## src/rtl/alsu_issue_stage.sv

```systemverilog
// Issue stage for the bypass/equality/SLT unit: queues {A,B,Sel} commands, drives the unit
// from registers, captures its Out one cycle later and offers it on a valid/ready result port.
module alsu_issue_stage #(
  parameter int WIDTH = 4,
  parameter int SEL_W = 2,
  parameter int DEPTH = 2
) (
  input  logic                     clk,
  input  logic                     rst,
  input  logic                     in_valid,
  output logic                     in_ready,
  input  logic [WIDTH-1:0]         in_A,
  input  logic [WIDTH-1:0]         in_B,
  input  logic [SEL_W-1:0]         in_Sel,
  output logic [WIDTH-1:0]         A,
  output logic [WIDTH-1:0]         B,
  output logic [SEL_W-1:0]         Sel,
  input  logic [WIDTH-1:0]         alu_Out,
  output logic                     res_valid,
  input  logic                     res_ready,
  output logic [WIDTH-1:0]         res_Out,
  output logic [SEL_W-1:0]         res_Sel,
  output logic [$clog2(DEPTH):0]   count
);

  localparam int PTR_W = $clog2(DEPTH);
  localparam int CNT_W = PTR_W + 1;

  localparam logic [1:0] IDLE = 2'd0;
  localparam logic [1:0] EXEC = 2'd1;
  localparam logic [1:0] HOLD = 2'd2;

  logic [1:0]       state;
  logic [WIDTH-1:0] mem_a   [DEPTH];
  logic [WIDTH-1:0] mem_b   [DEPTH];
  logic [SEL_W-1:0] mem_sel [DEPTH];
  logic [PTR_W-1:0] head;
  logic [PTR_W-1:0] tail;
  logic             push;
  logic             pop;
  logic             res_fire;

  // Handshakes: a transfer happens on the rising edge where valid && ready are both high;
  // the producer holds valid and data stable until then, and ready never looks at valid.
  assign in_ready = (count < CNT_W'(DEPTH));
  assign push     = in_valid && in_ready;
  assign res_fire = res_valid && res_ready;
  assign pop      = (count != '0) && ((state == IDLE) || ((state == HOLD) && res_fire));

  always_ff @(posedge clk) begin
    if (push) begin
      mem_a[tail]   <= in_A;
      mem_b[tail]   <= in_B;
      mem_sel[tail] <= in_Sel;
    end
  end

  always_ff @(posedge clk or posedge rst) begin
    if (rst) begin
      head  <= '0;
      tail  <= '0;
      count <= '0;
    end else begin
      if (push) tail <= tail + PTR_W'(1);
      if (pop)  head <= head + PTR_W'(1);
      count <= count + CNT_W'(push) - CNT_W'(pop);
    end
  end

  // The unit is combinational, so EXEC is the settle cycle between loading A/B/Sel and capture.
  always_ff @(posedge clk or posedge rst) begin
    if (rst) begin
      state     <= IDLE;
      A         <= '0;
      B         <= '0;
      Sel       <= '0;
      res_valid <= 1'b0;
      res_Out   <= '0;
      res_Sel   <= '0;
    end else begin
      if (pop) begin
        A   <= mem_a[head];
        B   <= mem_b[head];
        Sel <= mem_sel[head];
      end
      case (state)
        IDLE: begin
          if (pop) state <= EXEC;
        end
        EXEC: begin
          res_Out   <= alu_Out;
          res_Sel   <= Sel;
          res_valid <= 1'b1;
          state     <= HOLD;
        end
        HOLD: begin
          if (res_fire) begin
            res_valid <= 1'b0;
            state     <= pop ? EXEC : IDLE;
          end
        end
        default: state <= IDLE;
      endcase
    end
  end

endmodule

```

## config.mk

```make
export PLATFORM = sky130hd
export DESIGN_NAME = alsu_issue_stage
export DESIGN_NICKNAME = d
export VERILOG_FILES = /design/src/rtl/alsu_issue_stage.sv
export SDC_FILE = /design/constraint.sdc
export NUM_CORES = 1
export LEC_CHECK = 0
export CAP_MARGIN = 0
export CORE_MARGIN = 2
export CORE_UTILIZATION = 36
export CTS_BUF_LIST = sky130_fd_sc_hd__clkbuf_4
export CTS_CLUSTER_SIZE = 28
export DETAILED_ROUTE_END_ITERATION = 7
export GPL_ROUTABILITY_DRIVEN = 0
export PLACE_DENSITY = 0.69
export SLEW_MARGIN = 10
export SYNTH_ARGS = -nofsm -noshare
export SYNTH_HDL_FRONTEND = slang
export SYNTH_SLANG_ARGS = --single-unit
```

## constraint.sdc

```tcl
create_clock -name clk -period 3.1 [get_ports clk]
set_input_delay 0.465 -clock clk [delete_from_list [all_inputs] [get_ports clk]]
set_output_delay 0.465 -clock clk [all_outputs]
set_load 0.02 [all_outputs]
```

# Yosys cells after proc, flatten, opt, wreduce, memory -nomap -nowiden
# Memories as Yosys holds them, arrays and structs flattened. A register that Yosys moved wholly into a read port is not among the register bits.
# Index checks and enable logic that the tools add are counted.
# Widths: inputs -> output; s select.
word_totals:
  ramBits: 20
  romBits: 0
  latchBits: 0
  mem_count: 3
  input_bits: 18
  word_cells: 37
  reg_bits: 13
  output_inout_bits: 20
op_classes:
  bitwise: 0
  div: 0
  eq_ne: 4
  n_lt_le_gt_ge: 1
  shifts: 0
  reduce_logical: 10
  multipliers: 0
  mux: 8
  addsub: 4
mem_list:
  columns: ["memory", "depth", "width", "rd", "rd_ports_with_merged_regs", "wr", "line", "text"]
  rows:
  - ["mem_a", 2, 4, 1, 1, 1, "34", "logic [WIDTH-1:0] mem_a [DEPTH];"]
  - ["mem_b", 2, 4, 1, 1, 1, "35", "logic [WIDTH-1:0] mem_b [DEPTH];"]
  - ["mem_sel", 2, 2, 1, 1, 1, "36", "logic [SEL_W-1:0] mem_sel [DEPTH];"]
ops:
  columns: ["op", "count"]
  rows:
  - ["$pmux 2 s3", 1]
  - ["$logic_and 1x1->1", 4]
  - ["$mux 1", 4]
  - ["$mux 2", 2]
  - ["$ne 2x2->1 const B", 2]
  - ["$reduce_and 2->1", 2]
  - ["$reduce_bool 2->1", 2]
  - ["$add 1x1->1 const B", 2]
  - ["$add 2x1->2", 1]
  - ["$eq 2x1->1 const B", 1]
  - ["$eq 2x2->1 const B", 1]
  - ["$logic_not 2->1", 1]
  - ["$lt 2x2->1 const B", 1]
  - ["$pmux 1 s2", 1]
  - ["$sub 2x1->2", 1]
  - ["$logic_or 1x1->1", 1]

# Depth between registers and ports, before layout
depth:
  ltp_word: 7
  mapped_depth: 5

# Least setup slack after synthesis
# Ideal clock, no wire load.
synth_timing:
  path_type: "reg-to-reg"
  start: "register count[1]"
  end: "memory mem_a[0][0], enable pin"
  stages_incl_launch_ff: 4
  path_slack_ns: 1.434
  t_arrival_ns: 1.290
  n_path_buf: 0
  cell_sequence: "dfrtp_1 inv_1 nand2_1 nor2_1"
synth_between:
  elab_chain_len: 4
synth_lines:
  columns: ["item", "line", "text"]
  rows:
  - ["from (decl)", "23", "output logic [$clog2(DEPTH):0] count"]
  - ["from (signal assigned)", "66", "count <= count + CNT_W'(push) - CNT_W'(pop);"]
  - ["$lt 2x2->1", "45", "assign in_ready = (count < CNT_W'(DEPTH));"]
  - ["net in_ready", "11", "output logic in_ready,"]
  - ["$logic_and 1x1->1", "46", "assign push = in_valid && in_ready;"]
  - ["$mux 1", "51", "if (push) begin"]
  - ["$mux 1 (not written as such)", "52", "mem_a[tail] <= in_A;"]
  - ["to (decl)", "34", null]
# The timed path passes the listed nets, and every way through them passes these cells.

# Worst setup path after layout
layout_timing:
  start: "register count[1]"
  end: "output port in_ready"
layout_between:
  elab_chain_len: 1
layout_lines:
  columns: ["item", "line"]
  rows:
  - ["$lt 2x2->1", "45"]
  - ["to (decl)", "11"]
# Every way passes these cells.

==> Flow_metrics.wiki <==
{| class="wikitable"
! Metric !! Value
|-
| Die H || 71.7 µm
|-
| Area of the die || 5140 µm²
|-
| Number of search-and-repair iterations in the first detailed-routing pass || 4
|-
| Clock tree from TritonCTS || built
|-
| Count of mapped cells out of synthesis || 106
|-
| Io pins || 38
|-
| Final setup vio count || 0
|-
| Starting density of the core || 37.6%
|-
| Clock slew seen by the registers of the worst setup and hold paths || 0.11 ns
|-
| Wire length of the first global-routing pass || 4430 µm
|-
| Worst path required time || 2.63 ns
|-
| Post-cts resize count || 0
|-
| Synthesis-to-layout area growth || 28.3%
|-
| Via-per-instance ratio || 4.59
|-
| Measured slew at the worst slew-check pin || 0.881 ns
|-
| Element type at the critical path start || flop
|-
| Combined global-route utilization of all metal layers || 11.4%
|-
| Post-Route Skew || 0.00918 ns
|-
| Arrival @ worst endpoint || 1.48 ns
|-
| Final period utilization || 62.7%
|-
| Top fanout value on the critical path || 5
|-
| Post-synth cell types || 22
|-
| Power density normalized to cell area || 1040 nW/µm²
|-
| Clock H-tree levels || 2
|-
| Clock latency of the later-clocked register in the worst-skew pair || 0.35 ns
|-
| Routed Antenna Nets || 0
|-
| Via count of the first global-routing pass || 925
|-
| CTS sink cnt || 43
|-
| Clock tree buffer depth || 2
|-
| Leakage power || 0.817 nW
|-
| Overall Power || 0.00220 W
|-
| Final critical path time including I/O delays and setup || 1.95 ns
|-
| Layout Cell Area excl Fill || 2120 µm²
|-
| DP Cell Count || 192
|-
| Proportion of layout cells with a drive suffix above 1 || 15.5%
|-
| Total clock buffers created by CTS || 5
|-
| Antenna violations before repair || 0
|-
| Non-filler cells, final || 200
|-
| Overall routed net length || 2580 µm
|-
| Clock root buffer || sky130_fd_sc_hd__clkbuf_4
|-
| Fmax achieved || 0.514 GHz
|-
| Post-CTS repair timing setup buffer count || 0
|-
| Summed negative setup slack over all endpoints || 0 ns
|-
| Largest net degree at the start of global routing || 24
|-
| Run status || complete, no violations
|-
| Total of fill cells in the finished design || 374
|-
| Leading post-synthesis cells by instance count || 23 x sky130_fd_sc_hd__dfrtp_1, 20 x sky130_fd_sc_hd__edfxtp_1, 12 x sky130_fd_sc_hd__nor2_1, 11 x sky130_fd_sc_hd__mux2i_1, 9 x sky130_fd_sc_hd__a21oi_2
|-
| Synth top area share || 36.4%
|-
| Hold Buf Count CTS || 0
|-
| Top area cells in the synthesized netlist || sky130_fd_sc_hd__edfxtp_1 36%, sky130_fd_sc_hd__dfrtp_1 35%, sky130_fd_sc_hd__mux2i_1 6.7%, sky130_fd_sc_hd__a21oi_2 4.8%, sky130_fd_sc_hd__mux2_2 3.4%
|-
| Tightest slew margin relative to the limit || 41.2%
|-
| Share of synthesized flip-flops with an asynchronous set or reset || 53.5%
|-
| Worst vdd ir || 0.614 mV
|-
| Most instantiated library cell after synthesis || sky130_fd_sc_hd__dfrtp_1
|-
| Drc violations || 0
|-
| Site row count || 24
|-
| Netlist area before placement || 1650 µm²
|-
| Diode count || 0
|-
| FF+latch count, synth || 43
|-
| Placed inst area || 2060 µm²
|-
| RSZ-0062 raised after global routing || no
|-
| Max-slew violation count || 0
|-
| Count of buffers from port buffering || 37
|-
| DRT iter0 DRCs || 75
|-
| Number of enable-type register cells in the synthesized netlist || 20
|-
| Grt total ovfl || 0
|-
| Total vias in the final route || 918
|-
| Final hold violation count || 0
|-
| Width of the die || 71.7 µm
|-
| Average detailed-routed wire length per instance || 12.9 µm
|-
| Element type at the critical path end || output port
|-
| Floorplan core area || 4380 µm²
|-
| Critical path type || reg -> out
|-
| Final layout net count || 166
|-
| Worst hold slack || 0.505 ns
|-
| Ys flop type || sky130_fd_sc_hd__dfrtp_1
|-
| Post-synthesis net count || 125
|-
| Count of synthesis-stage warnings from yosys || 0
|-
| Hold/Removal Path Class || reg -> reg
|-
| Share of synthesized area occupied by flip-flops and latches || 71.3%
|-
| Largest area contributor in the synthesized netlist || sky130_fd_sc_hd__edfxtp_1
|-
| # Max-Cap Violations || 0
|-
| Mean area per synthesized cell || 15.6 µm²
|-
| HPWL after detailed placement || 1820 µm
|}
layer usage:
layer	vias to the layer above	GRT usage [%]	part of all wire, %
met4	0	4.40	1.1
met1	428	14.6	45
met5	-	0	0
li1	453	-	-
met3	4	3.80	6.4
met2	33	18.0	47
per-stage QoR:
step                worst slack [ns]  utilization (%)
floorplan                       1.43                -
global placement               0.954             47.1
detailed placement             0.908             47.1
CTS                             1.13             48.3
global route                    1.07             48.3
finish                          1.15             48.3
worst max-delay path, cell delays in order (launching register included):
cell,delay (ns)
sky130_fd_sc_hd__dfrtp_1,0.44
sky130_fd_sc_hd__inv_1,0.10
sky130_fd_sc_hd__clkdlybuf4s50_1,0.60
cells by family after synthesis:
logic type / count (synthesis) / synth area share [%]
AND/OR/NAND/NOR: 19 / 5.00
XOR/XNOR: 4 / 2.12
flip-flops: 43 / 71.3
adder cells (fa/ha/maj): 1 / 0.758
AO/OA/AOI/OAI: 15 / 7.66
buffers and inverters: 7 / 2.43
multiplexers: 17 / 10.8
power breakdown:
group / switching [W] / total (W) / internal (W)
combinational: 0.000486 / 0.000965 / 0.000479
sequential: 0.000158 / 0.000973 / 0.000815
clock: 0.000166 / 0.000259 / 0.0000930
total: 0.000810 / 0.00220 / 0.00139
sequential cells by signal, indices dropped and copies added (netlist names), 2 cells and up:
register,flops
mem_a,8
state,2
mem_sel,4
A,4
B,4
mem_b,8
count,2
res_Sel,2
res_Out,4
Sel,2
final timing paths:
kind                       slack [ns]  depth (start not counted)        from     endpoint
max                              1.15                          2    count[1]     in_ready
min                              0.51                          1  res_Out[1]   res_Out[1]
max reg2reg                      1.43                          3    count[1]  mem_a[0][0]
min reg2reg                      0.51                          1  res_Out[1]   res_Out[1]
max in group asynchronous        1.95                          2         rst         A[3]
min in group asynchronous        0.60                          2         rst       Sel[0]
area by class of cell:
type | instances | area (µm²) | share of cell area, %
repair buffers | 38 | 378 | 17.8
flip-flops and latches | 43 | 1180 | 55.6
clock buffers | 6 | 45.0 | 2.13
well taps | 52 | 65.1 | 3.07
inverters | 3 | 11.3 | 0.532
clock inverters | 2 | 7.51 | 0.355
multi-input cells | 56 | 434 | 20.5
cell usage in the layout (no fill, tap or decap), drive strengths merged:
cell type / count
clkdlybuf4s50: 37
dfrtp: 23
edfxtp: 20
a21oi: 13
nor2: 12
mux2i: 11
clkbuf: 6
mux2: 6
nand2: 4
inv: 3
xnor2: 3
clkinv: 2
a211oi: 1
nor2b: 1
nor3b: 1
and3: 1
o21bai: 1
xor2: 1
ha: 1
buf: 1
Power figures use the tool's default switching activity.
